[src/rtl/signed_div_ctrl_if.sv]
// Handshake/data bundle between the signed divide front-end, the multdiv
// consumer and the unsigned iterative divider.
//   ctrl_DIV, data_operandA/B          : request strobe and signed operands
//   data_quotient/remainder/exception  : signed result and divide-by-zero flag
//   data_resultRDY, data_busy          : result-valid pulse, operation in flight
//   div_start, div_operandA/B          : launch pulse and magnitudes to divider
//   div_quotient/remainder/resultRDY   : unsigned result and completion pulse
// The slave modport is the sequencer's view; master is the surrounding system.
interface signed_div_ctrl_if #(
  parameter int unsigned WIDTH = 32
);
  logic             ctrl_DIV;
  logic [WIDTH-1:0] data_operandA;
  logic [WIDTH-1:0] data_operandB;
  logic [WIDTH-1:0] data_quotient;
  logic [WIDTH-1:0] data_remainder;
  logic             data_exception;
  logic             data_resultRDY;
  logic             data_busy;
  logic             div_start;
  logic [WIDTH-1:0] div_operandA;
  logic [WIDTH-1:0] div_operandB;
  logic [WIDTH-1:0] div_quotient;
  logic [WIDTH-1:0] div_remainder;
  logic             div_resultRDY;

  modport slave (
    input  ctrl_DIV, data_operandA, data_operandB,
    input  div_quotient, div_remainder, div_resultRDY,
    output data_quotient, data_remainder, data_exception, data_resultRDY, data_busy,
    output div_start, div_operandA, div_operandB
  );

  modport master (
    output ctrl_DIV, data_operandA, data_operandB,
    output div_quotient, div_remainder, div_resultRDY,
    input  data_quotient, data_remainder, data_exception, data_resultRDY, data_busy,
    input  div_start, div_operandA, div_operandB
  );
endinterface

[src/rtl/signed_div_ctrl.sv]
// Signed front-end sequencer for an unsigned iterative divider.
// Takes a signed request, hands operand magnitudes to the divider, waits for
// its completion pulse and sign-corrects the quotient (truncated toward zero)
// and remainder (sign of the dividend). Divide-by-zero skips the divider and
// returns quotient 0, remainder = dividend, exception = 1.
// Ports:
//   clock : posedge clock
//   reset : synchronous active-high reset
//   bus   : signed_div_ctrl_if slave modport (request, result, divider side)
module signed_div_ctrl #(
  parameter int unsigned WIDTH = 32
) (
  input  logic                clock,
  input  logic                reset,
  signed_div_ctrl_if.slave    bus
);

  typedef enum logic [2:0] {
    StIdle,
    StStart,
    StWait,
    StFix,
    StDone
  } state_e;

  state_e           state_q, state_d;
  logic             sign_a_q, sign_a_d;
  logic             sign_b_q, sign_b_d;
  logic [WIDTH-1:0] mag_a_q, mag_a_d;
  logic [WIDTH-1:0] mag_b_q, mag_b_d;
  logic [WIDTH-1:0] q_raw_q, q_raw_d;
  logic [WIDTH-1:0] r_raw_q, r_raw_d;
  logic [WIDTH-1:0] quot_q, quot_d;
  logic [WIDTH-1:0] rem_q, rem_d;
  logic             exc_q, exc_d;

  // Modulo-2^WIDTH negation; |most-negative| stays most-negative, read unsigned.
  function automatic logic [WIDTH-1:0] neg(input logic [WIDTH-1:0] v);
    return '0 - v;
  endfunction

  function automatic logic [WIDTH-1:0] mag(input logic [WIDTH-1:0] v);
    return v[WIDTH-1] ? neg(v) : v;
  endfunction

  always_comb begin
    state_d  = state_q;
    sign_a_d = sign_a_q;
    sign_b_d = sign_b_q;
    mag_a_d  = mag_a_q;
    mag_b_d  = mag_b_q;
    q_raw_d  = q_raw_q;
    r_raw_d  = r_raw_q;
    quot_d   = quot_q;
    rem_d    = rem_q;
    exc_d    = exc_q;

    if (bus.ctrl_DIV) begin
      // A new request in any state abandons whatever was in flight.
      sign_a_d = bus.data_operandA[WIDTH-1];
      sign_b_d = bus.data_operandB[WIDTH-1];
      mag_a_d  = mag(bus.data_operandA);
      mag_b_d  = mag(bus.data_operandB);
      if (bus.data_operandB == '0) begin
        quot_d  = '0;
        rem_d   = bus.data_operandA;
        exc_d   = 1'b1;
        state_d = StDone;
      end else begin
        state_d = StStart;
      end
    end else begin
      unique case (state_q)
        StIdle:  state_d = StIdle;
        StStart: state_d = StWait;
        StWait: begin
          if (bus.div_resultRDY) begin
            q_raw_d = bus.div_quotient;
            r_raw_d = bus.div_remainder;
            state_d = StFix;
          end
        end
        StFix: begin
          quot_d  = (sign_a_q ^ sign_b_q) ? neg(q_raw_q) : q_raw_q;
          rem_d   = sign_a_q ? neg(r_raw_q) : r_raw_q;
          exc_d   = 1'b0;
          state_d = StDone;
        end
        StDone:  state_d = StIdle;
        default: state_d = StIdle;
      endcase
    end
  end

  always_ff @(posedge clock) begin
    if (reset) begin
      state_q  <= StIdle;
      sign_a_q <= 1'b0;
      sign_b_q <= 1'b0;
      mag_a_q  <= '0;
      mag_b_q  <= '0;
      q_raw_q  <= '0;
      r_raw_q  <= '0;
      quot_q   <= '0;
      rem_q    <= '0;
      exc_q    <= 1'b0;
    end else begin
      state_q  <= state_d;
      sign_a_q <= sign_a_d;
      sign_b_q <= sign_b_d;
      mag_a_q  <= mag_a_d;
      mag_b_q  <= mag_b_d;
      q_raw_q  <= q_raw_d;
      r_raw_q  <= r_raw_d;
      quot_q   <= quot_d;
      rem_q    <= rem_d;
      exc_q    <= exc_d;
    end
  end

  // Magnitude registers feed the divider directly, so they stay stable until
  // the next request or reset.
  assign bus.div_operandA   = mag_a_q;
  assign bus.div_operandB   = mag_b_q;
  assign bus.div_start      = (state_q == StStart);
  assign bus.data_resultRDY = (state_q == StDone);
  assign bus.data_busy      = (state_q != StIdle);
  assign bus.data_quotient  = quot_q;
  assign bus.data_remainder = rem_q;
  assign bus.data_exception = exc_q;

endmodule

[src/flat_wrapper.sv]
// flat-port wrapper written by rule: the top's interface ports become plain ports
module signed_div_ctrl_flat 
#(
  parameter int unsigned WIDTH = 32
)
  (clock, reset, bus_ctrl_DIV, bus_data_operandA, bus_data_operandB, bus_div_quotient, bus_div_remainder, bus_div_resultRDY, bus_data_quotient, bus_data_remainder, bus_data_exception, bus_data_resultRDY, bus_data_busy, bus_div_start, bus_div_operandA, bus_div_operandB);
  signed_div_ctrl_if #(.WIDTH(WIDTH)) bus_i ();
  input  logic clock;
  input  logic reset;
  input wire logic [$bits(bus_i.ctrl_DIV)-1:0] bus_ctrl_DIV;
  input wire logic [$bits(bus_i.data_operandA)-1:0] bus_data_operandA;
  input wire logic [$bits(bus_i.data_operandB)-1:0] bus_data_operandB;
  input wire logic [$bits(bus_i.div_quotient)-1:0] bus_div_quotient;
  input wire logic [$bits(bus_i.div_remainder)-1:0] bus_div_remainder;
  input wire logic [$bits(bus_i.div_resultRDY)-1:0] bus_div_resultRDY;
  output wire logic [$bits(bus_i.data_quotient)-1:0] bus_data_quotient;
  output wire logic [$bits(bus_i.data_remainder)-1:0] bus_data_remainder;
  output wire logic [$bits(bus_i.data_exception)-1:0] bus_data_exception;
  output wire logic [$bits(bus_i.data_resultRDY)-1:0] bus_data_resultRDY;
  output wire logic [$bits(bus_i.data_busy)-1:0] bus_data_busy;
  output wire logic [$bits(bus_i.div_start)-1:0] bus_div_start;
  output wire logic [$bits(bus_i.div_operandA)-1:0] bus_div_operandA;
  output wire logic [$bits(bus_i.div_operandB)-1:0] bus_div_operandB;
  assign bus_i.ctrl_DIV = bus_ctrl_DIV;
  assign bus_i.data_operandA = bus_data_operandA;
  assign bus_i.data_operandB = bus_data_operandB;
  assign bus_i.div_quotient = bus_div_quotient;
  assign bus_i.div_remainder = bus_div_remainder;
  assign bus_i.div_resultRDY = bus_div_resultRDY;
  assign bus_data_quotient = bus_i.data_quotient;
  assign bus_data_remainder = bus_i.data_remainder;
  assign bus_data_exception = bus_i.data_exception;
  assign bus_data_resultRDY = bus_i.data_resultRDY;
  assign bus_data_busy = bus_i.data_busy;
  assign bus_div_start = bus_i.div_start;
  assign bus_div_operandA = bus_i.div_operandA;
  assign bus_div_operandB = bus_i.div_operandB;
  signed_div_ctrl #(.WIDTH(WIDTH)) u_core (.clock(clock), .reset(reset), .bus(bus_i));
endmodule
[config.mk]
export PLATFORM = sky130hd
export DESIGN_NAME = signed_div_ctrl_flat
export DESIGN_NICKNAME = d
export VERILOG_FILES = /design/src/rtl/signed_div_ctrl_if.sv /design/src/rtl/signed_div_ctrl.sv /design/src/flat_wrapper.sv
export SDC_FILE = /design/constraint.sdc
export NUM_CORES = 1
export LEC_CHECK = 0
export ABC_CLOCK_PERIOD_IN_PS = 2200
export CORE_MARGIN = 4
export CORE_UTILIZATION = 44
export CTS_BUF_LIST = sky130_fd_sc_hd__clkbuf_16
export CTS_CLUSTER_SIZE = 40
export DETAILED_ROUTE_END_ITERATION = 10
export HOLD_SLACK_MARGIN = 0.15
export MAX_ROUTING_LAYER = met4
export PLACE_DENSITY = 0.78
export SLEW_MARGIN = 20
export SYNTH_ARGS = -nofsm -noshare
export SYNTH_HDL_FRONTEND = slang
export SYNTH_SLANG_ARGS = --single-unit
[constraint.sdc]
create_clock -name clock -period 2.2 [get_ports clock]
set_input_delay 0.22 -clock clock [delete_from_list [all_inputs] [get_ports clock]]
set_output_delay 0.22 -clock clock [all_outputs]
set_load 0.01 [all_outputs]
---- Yosys cells after proc, flatten, opt, wreduce, memory -nomap -nowiden ----
Cells that the tools add are included.
W data, S select, Z words.
storage, ports and cells
  bits of input ports ..................... 132
  logic and storage cells ................. 44
  output and inout port bits .............. 132
  bits in registers ....................... 198
operators by class
  mux-type cells .......................... 17
  equal/unequal tests ..................... 6
  bitwise operators ....................... 2
  reduce and logical (&&, ||, !) cells .... 5
  add/subtract/negate cells ............... 4
operators by type and width
  operator                 number
  $mux W32                 10
  $sub A1 B32 Y32 const A  4
  $logic_not A32 Y1        1
  $mux W3                  3
  $pmux W3 S3              1
  $eq A3 B2 Y1 const B     2
  $eq A3 B1 Y1 const B     1
  $eq A3 B3 Y1 const B     1
  $mux W1                  3
  $ne A3 B3 Y1 const B     1
  $reduce_and A3 Y1        1
  $reduce_bool A3 Y1       1
  $ne A2 B1 Y1 const B     1
  $reduce_and A2 Y1        1
  $reduce_bool A2 Y1       1
  $not A1 Y1               1
  $xor A1 B1 Y1            1

---- Logic depth before layout (Yosys ltp) ----
Gate-level depths: netlist of run 1.
  depth after elaboration ................. 4
  mapped depth ............................ 9
  depth with buffers taken out ............ 8

---- Least setup slack after synthesis of run 1 ----
OpenSTA, ideal clock, no wires.
  kind .................................... register to register
  start ................................... register u_core.r_raw_q[0]
  end ..................................... register u_core.rem_q[19], in the netlist u_core.bus.data_remainder[19]
  arrival time ............................ 2.195 ns
  cell stages (with the launch flop) ...... 7
  buffers on the path ..................... 1
  setup slack ............................. -0.054 ns
  library setup time ...................... 0.059 ns
  period minus slack after synthesis ...... 2.254 ns
  data required time ...................... 2.141 ns
  cells stage by stage .................... dfxtp_1 -> or4_4 -> or4_1 -> buf_2 -> or4_1 -> nand3_1 -> a22o_1
on the way
  longest elaborated chain between the ends .. 4
ends and longest elaborated chain
  item                      line                    text
  start: declaration        signed_div_ctrl.sv:32   logic [WIDTH-1:0] r_raw_q, r_raw_d;
  start signal: assignment  signed_div_ctrl.sv:114  r_raw_q <= r_raw_d;
  $sub A1 B32 Y32           signed_div_ctrl.sv:39   return '0 - v;
  $mux W32                  signed_div_ctrl.sv:85   rem_d = sign_a_q ? neg(r_raw_q) : r_raw_q;
  $mux W32                  signed_div_ctrl.sv:73   unique case (state_q)
  $mux W32                  signed_div_ctrl.sv:58   if (bus.ctrl_DIV) begin
  end signal: assignment    signed_div_ctrl.sv:116  rem_q <= rem_d;
  end: declaration          signed_div_ctrl.sv:34   logic [WIDTH-1:0] rem_q, rem_d;
No other way between the ends. The select of a mux whose other input is x is not followed.
A chain may end at the register's enable or synchronous reset.

---- Worst setup path in the final report of run 1 ----
  start ................................... register u_core.r_raw_q[1]
  end ..................................... register u_core.rem_q[19], in the netlist u_core.bus.data_remainder[19]
Same word-level chain as after synthesis.

==> results of run 1 <==
## sequential cells by signal, summed over array words and instances (netlist names)
signal / count
u_core.r_raw_q: 32
u_core.bus.div_operandA: 32
u_core.bus.div_operandB: 32
u_core.q_raw_q: 32
u_core.bus.data_remainder: 32
u_core.sign_b_q: 1
u_core.sign_a_q: 1
u_core.bus.data_exception: 1
u_core.bus.data_quotient: 32
u_core.state_q: 3
## area by class of cell
cell class                      instances  area [um^2]  share of cell area, %
Multi-Input combinational cell        907         5742                  38.77
Timing Repair Buffer                  433         4068                  27.47
Sequential cell                       198         3971                  26.82
Clock inverter                         15        177.7                  1.200
Antenna cell                            1        2.502                0.01690
Inverter                               19        71.32                 0.4816
Clock buffer                           17        425.4                  2.873
Tap cell                              280        350.3                  2.366
## cell families after synthesis
logic type / count (synthesis) / share of synthesized area, %
compound gates: 331 / 22.53
xor+xnor: 94 / 8.301
fa+ha+maj: 4 / 0.5046
buf+inv: 109 / 4.314
flops: 198 / 39.96
mux: 15 / 1.514
simple gates: 463 / 22.87
## placed cells by master, fill, tap and decap left out, drive strengths merged, types with 3 or more instances in the layout
master,synthesis,final
a211o,8,8
a211oi,27,27
a21oi,91,91
a22o,40,40
a22oi,10,10
a311oi,6,6
a31oi,16,16
a32o,7,7
a41oi,6,6
and3,5,5
buf,19,171
clkbuf,71,17
clkdlybuf4s50,0,254
clkinv,0,6
dfxtp,198,198
dlygate4sd2,0,5
ha,4,4
inv,19,27
mux2i,15,15
nand2,196,196
nand2b,14,14
nand3,23,23
nand4,15,15
nor2,80,80
nor2b,8,8
nor3,27,27
nor3b,4,4
nor4,24,24
nor4b,3,3
o21ai,54,54
o221ai,9,9
o22ai,3,3
o31ai,31,31
o41ai,17,17
or2,10,10
or3,22,22
or4,22,22
xnor2,16,16
xor2,78,78
## Yosys cell counts, types with 11 or more instances
master / number
a211oi_1: 27
a21oi_1: 91
a22o_1: 40
a31oi_1: 16
buf_1: 11
clkbuf_1: 71
dfxtp_1: 198
inv_1: 18
mux2i_1: 15
nand2_1: 196
nand2b_1: 14
nand3_1: 23
nand4_1: 15
nor2_1: 80
nor3_1: 26
nor4_1: 20
o21ai_0: 52
o31ai_1: 30
o41ai_1: 17
or3_1: 22
or4_1: 19
xnor2_1: 16
xor2_1: 78
## layer usage
metal  up-vias  GRT usage (%)  wire, um
met4         0          10.56      1294
li1       5123              -         -
met1      4955          34.78     14930
met5         -              -         0
met3        85          4.101      2097
met2       427          45.17     16690
## worst paths after layout
kind                                       startpoint                                    endpoint  slack, ns  depth (start not counted)
min reg2reg  u_core.bus.div_operandA[20]$_SDFFE_PP0P_    u_core.bus.div_operandA[20]$_SDFFE_PP0P_       0.46                          2
max reg2reg            u_core.r_raw_q[1]$_SDFFE_PP0P_  u_core.bus.data_remainder[19]$_SDFFE_PP0P_      -0.08                          6
min                              bus_data_operandB[7]     u_core.bus.div_operandB[7]$_SDFFE_PP0P_       0.28                          4
max                    u_core.r_raw_q[1]$_SDFFE_PP0P_  u_core.bus.data_remainder[19]$_SDFFE_PP0P_      -0.08                          6
## through the flow
step	utilization (%)	TNS, ns	setup WS [ns]	cell area [um^2]
global route	67.23	-0.7520	-0.1177	14810
CTS	66.37	-0.0005140	-0.0005140	14620
finish	67.23	-0.1318	-0.07633	14810
global placement	63.04	-34.27	-0.4790	13880
floorplan	-	0	0.01885	9946
detailed placement	63.11	-37.14	-0.5115	13900
## critical path, delay by kind of cell, from the launching register on
family          cells  cell delay, ns
simple gates        3            1.18
compound gates      2            0.45
flops               1            0.37
buf+inv             1            0.18
## power by group through the flow
stage	sequential [W]	clock (W)	combinational (W)
after detailed placement	0.00384	0	0.00137
after global placement	0.00383	0	0.00135
after global routing	0.00376	0.00334	0.00154
final	0.00375	0.00316	0.00144
after floorplan	0.00387	0	0.000535
after CTS	0.00375	0.00319	0.00140
## timing repair
action	4_1_cts	5_1_grt
cloned	3	1
pin swaps	4	17
gates resized for setup	15	32
hold buffers	1	0
endpoints found under the hold margin	1	0
endpoints found under the setup margin	28	40
setup buffers	1	3
==> results_dict.tcl, run 1 <==
set metrics [dict create \
    numCtsBuffers 17 \
    fmax_mhz 439.3 \
    grt_first_pass_wirelength_um 53480 \
    setup_viol 5 \
    sequentialPowerShare_pct 44.9 \
    share_of_total_power_in_combinational_logic_pct 17.2 \
    detail_route.wl_per_cell_um 18.73 \
    drt_first_pass_iters 6 \
    synth_ff_type "dfxtp_1" \
    hpwlAfterDp_um 25690 \
    p_clk_share_pct 37.9 \
    totalPowerFinal_w 0.008354 \
    core_region_area_um2 22030 \
    crit_path_max_fanout 4 \
    synth_enable_flop_cells 0 \
    p_leak_nw 5.779 \
    die_h_um 158.1 \
    layout.nets 1712 \
    postRouteAntennaNets 0 \
    cts-root-buf "clkbuf_16" \
    internal_power_w 0.005975 \
    grt_setup_unrepaired "yes" \
    minimum_setup_slack_in_the_final_design_ns -0.07633 \
    netlist_instances 1214 \
    worstPathCellList "or4_4 -> or4_4 -> buf_4 -> o31ai_1 -> nand3_1 -> a22o_1" \
    stdcell_count 1870 \
    globalRouteOverflowTotal 0 \
    first_global_vias 10170 \
    cp-end-kind "flop" \
    final_period_minus_worst_setup_slack_ns 2.276 \
    cts_tree "yes" \
    n_fill_cell 1759 \
    clk_pin_slew_ns 0.08 \
    synth_area_um2 9918 \
    worst_path_most_repeated_cell "or4_4" \
    grt_start_max_net_pins 65 \
    maxSlewViolCount 0 \
    layout_cell_share_with_drive_strength_beyond_1_pct 16.36 \
    required_ns 2.54 \
    cts.htree.levels 4 \
    run_status "complete, but fails checks" \
    grtUsageTotal_pct 27.69 \
    seq_area_frac_synth_pct 39.96 \
    clock_path_buffers 2 \
    critical_path_class "reg -> reg" \
    post-route-drc-count 0 \
    die_area_um2 25010 \
    timing.hold.ws_ns 0.2810 \
    initial_utilization_pct 45.03 \
    number_of_top_level_pins 264 \
    critical_path.slowest_cell "or4_4" \
    timing.critical_path.from_type "flop" \
    max_cap_violations 0 \
    synth-seq-cells 198 \
    fp-row-count 54 \
    detail_route.vias_per_cell 5.663 \
    failed_checks "negative setup slack" \
    dieWidth_um 158.1 \
    clkSinkCount 198 \
    max_stage_delay_ns 0.55 \
    synth_cell_type_count 58 \
    port-buffer-count 263 \
    vias 10590 \
    layout-area-overhead-vs-synth_pct 49.30 \
    vdd_drop_max_mv 0.4502 \
    detail_route.iter0.violations 892 \
    final.period_utilization_pct 103.5 \
    replace_congestion 0.9623 \
    fin_skew_ns 0.01380 \
    synth_top_cell_by_area "dfxtp_1" \
    power.switching_w 0.002379 \
    synth_nets 1350 \
    synth-async-reset-ratio_pct 0 \
    finalHoldViolations 0 \
    worstHoldPathType "in -> reg" \
    data_arrival_critical_path_ns 2.62 \
    synth.top_cells.by_area "dfxtp_1 40%, nand2_1 7.4%, xor2_1 6.9%" \
    worstMarginPinSlew_ns 0.8186 \
    synthesis.yosys.warnings 0 \
    yosys.area.top_type_share_pct 39.96 \
    power.density_nw_per_um2 564.1 \
    placed_cells_incl_taps 1828 \
    grt_antenna_before_repair 1 \
    max-slew-margin-rel_pct 45.42 \
    route.final.wire_length_um 35020 \
    clock_latency_ns 0.45 \
    power_switching_share_pct 28.48 \
    syn_avg_cell_area_um2 8.170 \
]
(Power assumes the default switching activity.)
==> run 2, diff against run 1 <==
--- a/config.mk
+++ b/config.mk
@@ -5,12 +5,14 @@
 export SDC_FILE = /design/constraint.sdc
 export NUM_CORES = 1
 export LEC_CHECK = 0
+export ABC_AREA = 1
 export ABC_CLOCK_PERIOD_IN_PS = 2200
 export CORE_MARGIN = 4
-export CORE_UTILIZATION = 44
+export CORE_UTILIZATION = 45
 export CTS_BUF_LIST = sky130_fd_sc_hd__clkbuf_16
 export CTS_CLUSTER_SIZE = 40
 export DETAILED_ROUTE_END_ITERATION = 10
+export GPL_TIMING_DRIVEN = 1
 export HOLD_SLACK_MARGIN = 0.15
 export MAX_ROUTING_LAYER = met4
 export PLACE_DENSITY = 0.78
==> run 2 against run 1 <==
  * The run now ends clean
  * Clock skew is 0.0014 ns lower
  * Setup slack better by 0.18 ns
  * Count of clock-buffer cells in the layout stayed put
  * Die area is 1.4% higher
  * Design area is 4.0% lower
  * Worst hold slack better by 0.028 ns
  * Routed wire length is 3.5% higher
  * Via count is 9.8% higher
  * Non-clock buffer count is 89 lower
  * Sequential cell count stayed put
  * Area after synthesis is 3.8% higher
  * Clock power is 2% higher
  * Largest power group unchanged
==> results_dict.tcl, run 2 <==
set metrics [dict create \
    fin_skew_ns 0.01241 \
    grt_antenna_before_repair 1 \
    grt_start_max_net_pins 77 \
    clock_latency_ns 0.44 \
    synth_ff_type "dfxtp_1" \
    synth-async-reset-ratio_pct 0 \
    internal_power_w 0.005990 \
    port-buffer-count 263 \
    detail_route.wl_per_cell_um 16.88 \
    critical_path.slowest_cell "a21oi_2" \
    p_leak_nw 6.206 \
    clk_pin_slew_ns 0.08 \
    layout.nets 1984 \
    hold_buffers 0 \
    post-route-drc-count 0 \
    hpwlAfterDp_um 27110 \
    share_of_total_power_in_combinational_logic_pct 17.0 \
    met2_usage_pct 44.31 \
    crit_path_max_fanout 17 \
    max_cap_violations 0 \
    cts.htree.levels 4 \
    grtUsageMet1_pct 38.15 \
    grtUsageTotal_pct 28.57 \
    layout_cell_share_with_drive_strength_beyond_1_pct 8.436 \
    area_share_of_fa_ha_maj_cells_after_synthesis_pct 0.4860 \
    power.density_nw_per_um2 592.9 \
    timing.critical_path.from_type "primary input" \
    numCtsBuffers 17 \
    synth_area_um2 10300 \
    postCtsSetupBuffers 0 \
    cp-end-kind "flop" \
    synthXorXnorAreaFrac_pct 2.467 \
    utilization_pct 62.97 \
    run_status "finished, final reports clean" \
    clkSinkCount 198 \
    detail_route.vias_per_cell 5.417 \
    max_stage_delay_ns 0.76 \
    layout-area-overhead-vs-synth_pct 38.03 \
    clock_path_buffers 2 \
    worstMarginPinSlew_ns 1.021 \
    syn_avg_cell_area_um2 6.618 \
    seq_area_frac_synth_pct 38.49 \
    commonest_cells_after_routing_fill_and_taps_aside "380 x nand2_1, 262 x clkdlybuf4s50_1, 198 x dfxtp_1" \
    compound_cell_area_share_of_the_yosys_netlist_pct 18.03 \
    synth_nets 1692 \
    number_of_top_level_pins 264 \
    drt_first_pass_iters 5 \
    dieWidth_um 159.3 \
    core_region_area_um2 22570 \
    die_area_um2 25370 \
    grt_setup_unrepaired "no" \
    fp-row-count 55 \
    critical_path_class "in -> reg" \
    maxSlewViolCount 0 \
    globalRouteOverflowTotal 0 \
    synth_top_cells_by_count "380 x nand2_1, 198 x dfxtp_1, 174 x o21ai_0, 153 x nand3_1, 143 x inv_1" \
    synthesis.yosys.warnings 0 \
    cp_delay_by_family_top "compound AO/OA/AOI/OAI gates" \
    yosys.area_share.simple_pct 31.39 \
    replace_congestion 0.9694 \
    postRouteAntennaNets 0 \
    netlist_instances 1556 \
    sequentialPowerShare_pct 44.6 \
    setup_viol 0 \
    data_arrival_critical_path_ns 2.46 \
    die_h_um 159.3 \
    totalPowerFinal_w 0.008427 \
    synth.top_cells.by_area "dfxtp_1 38%, nand2_1 14%, o21ai_0 8.5%" \
    synth_cell_type_count 41 \
    worstPathCellList "clkdlybuf4s50_1 -> inv_1 -> ha_1 -> nand3_2 -> nor2_2 -> nand2_2 -> nor2_4 -> buf_4 -> a21oi_2 -> nand2_1 -> a21oi_1" \
    final.period_utilization_pct 95.14 \
    grt-busiest-layer "met2" \
    initial_utilization_pct 45.62 \
    synth_top_family_by_area "simple AND/OR/NAND/NOR gates" \
    vias 11630 \
    power_switching_share_pct 28.92 \
    vdd_drop_max_mv 0.4908 \
    synth_enable_flop_cells 0 \
    cts_tree "yes" \
    grt_use_met3_pct 6.006 \
    detail_route.iter0.violations 1053 \
    final_period_minus_worst_setup_slack_ns 2.093 \
    multiplexer_share_of_the_synthesized_area_pct 0 \
    cp_num_buf_inv 3 \
    required_ns 2.57 \
    cts-root-buf "clkbuf_16" \
    layout.cells.most_common "nand2_1" \
    route.final.wire_length_um 36240 \
    yosys.area.top_type_share_pct 38.49 \
    p_clk_share_pct 38.3 \
    synth-seq-cells 198 \
    n_fill_cell 2054 \
    finalHoldViolations 0 \
    power.switching_w 0.002437 \
    fmax_mhz 477.7 \
    first_global_vias 11360 \
    grt_first_pass_wirelength_um 58260 \
    worstHoldPathType "in -> reg" \
    max-slew-margin-rel_pct 31.90 \
    synth_top_cell_by_area "dfxtp_1" \
    most_frequent_cell_after_synthesis "nand2_1" \
]
-- run 2: cell types whose count changed in the layout (fill, tap and decap cells not counted), moves of 51 or more --
cell / before / now
nand2_1: 195 / 380
nand3_1: 23 / 153
inv_1: 18 / 142
o21ai_0: 51 / 174
buf_4: 152 / 76
nor2_1: 77 / 138
a21oi_1: 91 / 142
xor2_1: 78 / 27
-- run 2: repair_timing --
action / in CTS / in global routing
hold endpoints to repair: 0 / 0
endpoints found under the setup margin: 0 / 30
gates resized for setup: 0 / 0
-- run 2: worst paths after layout --
kind	cells past startpoint	slack (ns)	end	from
max reg2reg	10	0.16	u_core.bus.data_remainder[20]$_SDFFE_PP0P_	u_core.r_raw_q[1]$_SDFFE_PP0P_
min	5	0.31	u_core.state_q[0]$_SDFFE_PP0P_	bus_ctrl_DIV
max	11	0.11	u_core.bus.data_remainder[0]$_SDFFE_PP0P_	bus_data_operandB[0]
min reg2reg	2	0.45	u_core.bus.div_operandB[29]$_SDFFE_PP0P_	u_core.bus.div_operandB[29]$_SDFFE_PP0P_
-- run 2: worst register-to-register path: cells and delay by family, from the launching register on --
family / cells / cell delay (ns)
and+or+nand+nor: 6 / 0.81
DFF: 1 / 0.31
xor gates and xnor gates: 1 / 0.29
adders and majority gates: 1 / 0.25
buffers and inverters: 1 / 0.17
AOI/OAI and AO/OA: 1 / 0.15
-- run 2: cells by family (layout without fill, tap and decap cells) --
group                    after synthesis  after routing
XOR/XNOR                              29             29
adder cells (fa/ha/maj)                4              4
other                                  0              1
buffers and inverters                222            526
flip-flops                           198            198
AO/OA/AOI/OAI                        352            353
AND/OR/NAND/NOR                      751            751
-- run 2: cell type report --
type | count | area (um^2) | share of cell area [%]
Sequential cell | 198 | 3964 | 27.89
Clock buffer | 17 | 425.4 | 2.993
Clock inverter | 15 | 180.2 | 1.268
Timing Repair Buffer | 344 | 3298 | 23.20
Antenna cell | 1 | 2.502 | 0.01761
Multi-Input combinational cell | 1137 | 5424 | 38.16
Tap cell | 285 | 356.6 | 2.509
Inverter | 150 | 563.0 | 3.961
-- run 2: stage by stage --
step	instances	TNS [ns]	cell area, um^2	setup slack, ns	hold slack, ns
6_report	2147	0	14210	0.1068	0.3091
5_1_grt	2147	0	14210	0.001812	0.3441
4_1_cts	2145	0	14200	0.07902	0.2835
3_5_place_dp	2113	-10.46	13600	-0.3759	0.4402
3_3_place_gp	2113	-16.80	13590	-0.3653	0.4342
2_1_floorplan	1556	0	10300	0.6274	0.3549
-- run 2: layer usage --
| layer | vias to the layer above | wire (um) |
|---|---|---|
| met4 | 0 | 791 |
| met5 | - | 0 |
| met2 | 561 | 16170 |
| met1 | 5282 | 15580 |
| met3 | 61 | 3688 |
| li1 | 5727 | - |
-- run 2: power groups by stage --
stage,combinational (W),sequential (W),clock [W]
3_5_place_dp,0.00141,0.00384,0
4_1_cts,0.00142,0.00376,0.00327
6_report,0.00144,0.00376,0.00323
3_3_place_gp,0.00140,0.00384,0
2_1_floorplan,0.000624,0.00387,0
5_1_grt,0.00157,0.00377,0.00339
==> RTL change, RTL diff (config.mk and constraints of run 2) <==
Re-encode `state_e` (5 states) as one-hot, 5 bits wide.
--- a/src/rtl/signed_div_ctrl.sv
+++ b/src/rtl/signed_div_ctrl.sv
@@ -15,12 +15,12 @@
   signed_div_ctrl_if.slave    bus
 );
 
-  typedef enum logic [2:0] {
-    StIdle,
-    StStart,
-    StWait,
-    StFix,
-    StDone
+  typedef enum logic [4:0] {
+    StIdle  = 5'b00001,
+    StStart = 5'b00010,
+    StWait  = 5'b00100,
+    StFix   = 5'b01000,
+    StDone  = 5'b10000
   } state_e;
 
   state_e           state_q, state_d;
Check against the original RTL: no difference found for any inputs over 4 cycles, from zero or initial values and one cycle with reset high; so few cycles prove little.
==> RTL change against run 2 <==
Combinational power is 17% lower. Clock skew fell by 1.9 ps. Routed wire length up 1.5%. Cell area increased by 2.1%. Setup slack gained 43 ps. Synthesized cell count up 8.2%. Sequential cell count rose by 2. Total power down 5.9%. Critical path depth shrank 8. Synthesized area rose by 4.6%. Sequential share of layout area is 0.28 points lower. Largest cell class unchanged. Largest power group unchanged.
==> RTL change: results (changes against run 2) <==
The run finished with clean final reports. By count the netlist is led by nand2_1 (369), nor2_1 (233), dfxtp_1 (200). Via total after detailed routing: 11980 (+3.0%). For the TritonCTS buffer count, the log shows 17 (unchanged). The share of synthesized registers carrying an async set or reset is 0% (unchanged). The sequential area share after synthesis was 37.17% (-1.3 points); the critical path data arrival time was 1830 ps (-630 ps).

The synthesized area divided by synthesized cell count was 6.401 um^2 (-3.3%). The run gives 0.9707 (+0.13%) as the final weighted congestion of routability-driven global placement. The number of antenna violations at the first check in global routing was 0 (-1); the ratio of cells with drive above 1 in the final layout was 5.801% (-2.6 points). For the maximum buffer depth of the clock tree, the log shows 2 (unchanged).

The tools report the antenna cell count as 0 (-1). Synthesized-area fraction occupied by adder cells: 0.4646% (-0.021 points). The via count of the first global-routing pass is 11310 (-0.41%). The run gives 27.94% (-0.63 points) as the aggregate global-route resource usage.

The slowest stage of the critical path is the clkdlybuf4s50_1 cell. The largest fanout on the critical path came out at 4 (-13). The setup clock skew after layout came out at 10.53 ps (-1.880 ps). The vias per cell is 5.284 (-2.5%), and the post-synthesis mux area share is 0% (unchanged). At the later pin of the worst-skew pair, clock insertion delay measures 430 ps.

The maximum single-stage delay on the critical path works out to 620 ps (-140 ps). CTS placed an instance of clkbuf_16 at the clock tree root. The final HPWL from detailed placement is 27950 um (+3.1%), and the number of placed instances with taps included is 2236 (+5.8%). Synthesized net count: 1819 (+7.5%). The run gives 58260 um (about the same) as the global-route wire length before repair.

By area the synthesized netlist is led by dfxtp_1 (37%), nand2_1 (13%), nor2_1 (8.1%). The H-tree depth was 4 (unchanged); the fill cell total of the finished layout was 2260 (+10%). The xor and xnor fraction of the mapped netlist area is 3.008% (+0.54 points), and the static leakage is 6.468 nW (+4.2%). The logs give 2.112 mW (-13%) for the switching power total and 5 (unchanged) for the first-pass iteration count of the detailed router. Final layout net count: 2072 (+4.4%). The compound-gate portion of the synthesized area came out at 18.07% (+0.040 points). The peak supply drop is 0.4804 mV (-2.1%), and the transition at the pin with the smallest max-transition slack is 749.4 ps (-272.0 ps). The worst hold path class was in2reg. The port buffer count is 263 (unchanged). The logs give 41 (unchanged) for the post-synthesis cell type count and 1019 (-3.2%) for the starting DRC count in detailed routing. Clock edge transition at the registers on the reported setup and hold paths: 80 ps (about the same).

The total setup buffers inserted after CTS was 0 (unchanged); the detailed-route wire length per cell was 16.23 um (-3.8%). The maximum number of pins on one net before global-route repair is 93 (+21%), and the count of warnings emitted by yosys is 0 (unchanged).
-- RTL change: routing by layer --
metal / share of wire [%] / global-route usage, % / vias up
li1: - / - / 5993
met1: 44 / 37.04 / 5442
met2: 45 / 43.15 / 483
met5: 0 / - / -
met3: 8.6 / 6.024 / 60
met4: 2.4 / 8.273 / 0
-- RTL change: power groups by stage --
stage          Combinational [mW]  Sequential (mW)  Clock (mW)
3_5_place_dp                 1.18             3.84           0
4_1_cts                      1.19             3.76        3.00
5_1_grt                      1.31             3.77        3.15
6_report                     1.19             3.76        2.97
2_1_floorplan               0.485             3.87           0
3_3_place_gp                 1.17             3.84           0
-- RTL change: worst paths after layout --
check,end,start,depth (start not counted),slack (ps)
max,bus_data_resultRDY,u_core.state_q[4],3,150
min reg2reg,u_core.bus.div_operandA[2],u_core.bus.div_operandA[2],2,460
min,u_core.bus.div_operandB[29],bus_ctrl_DIV,4,200
max reg2reg,u_core.bus.data_remainder[24],u_core.r_raw_q[0],11,220
-- RTL change: logic make-up after synthesis --
logic type	Yosys count
simple gates	808
buf+inv	267
compound gates	367
fa+ha+maj	4
xor+xnor	37
flops	200
-- RTL change: timing repair --
item	4_1_cts	5_1_grt
endpoints found under the setup margin	1	1
gates cloned	0	0
gates resized for setup	1	1
-- RTL change: final cells by class --
class                           count  area, um^2  area share [%]
Clock buffer                       17       425.4           2.933
Clock inverter                     14       111.4          0.7677
Inverter                          186       698.2           4.813
Multi-Input combinational cell   1216        5739           39.57
Sequential cell                   200        4004           27.60
Tap cell                          319       399.1           2.752
Timing Repair Buffer              315        3128           21.56
-- RTL change: critical path: cells and delay by family, from the launching register on --
kind	cells	cell delay [ps]
buffers and inverters	2	720
DFF	1	450
and+or+nand+nor	1	240
-- RTL change: stage by stage --
step | worst slack [ps] | instance area (um^2) | hold WS, ps
finish | 150.1 | 14510 | 199.6
global route | 52.95 | 14510 | 224.0
global placement | 65.95 | 13950 | 438.1
floorplan | 643.7 | 10770 | 354.9
detailed placement | 4.436 | 13950 | 448.9
CTS | 88.17 | 14500 | 195.8
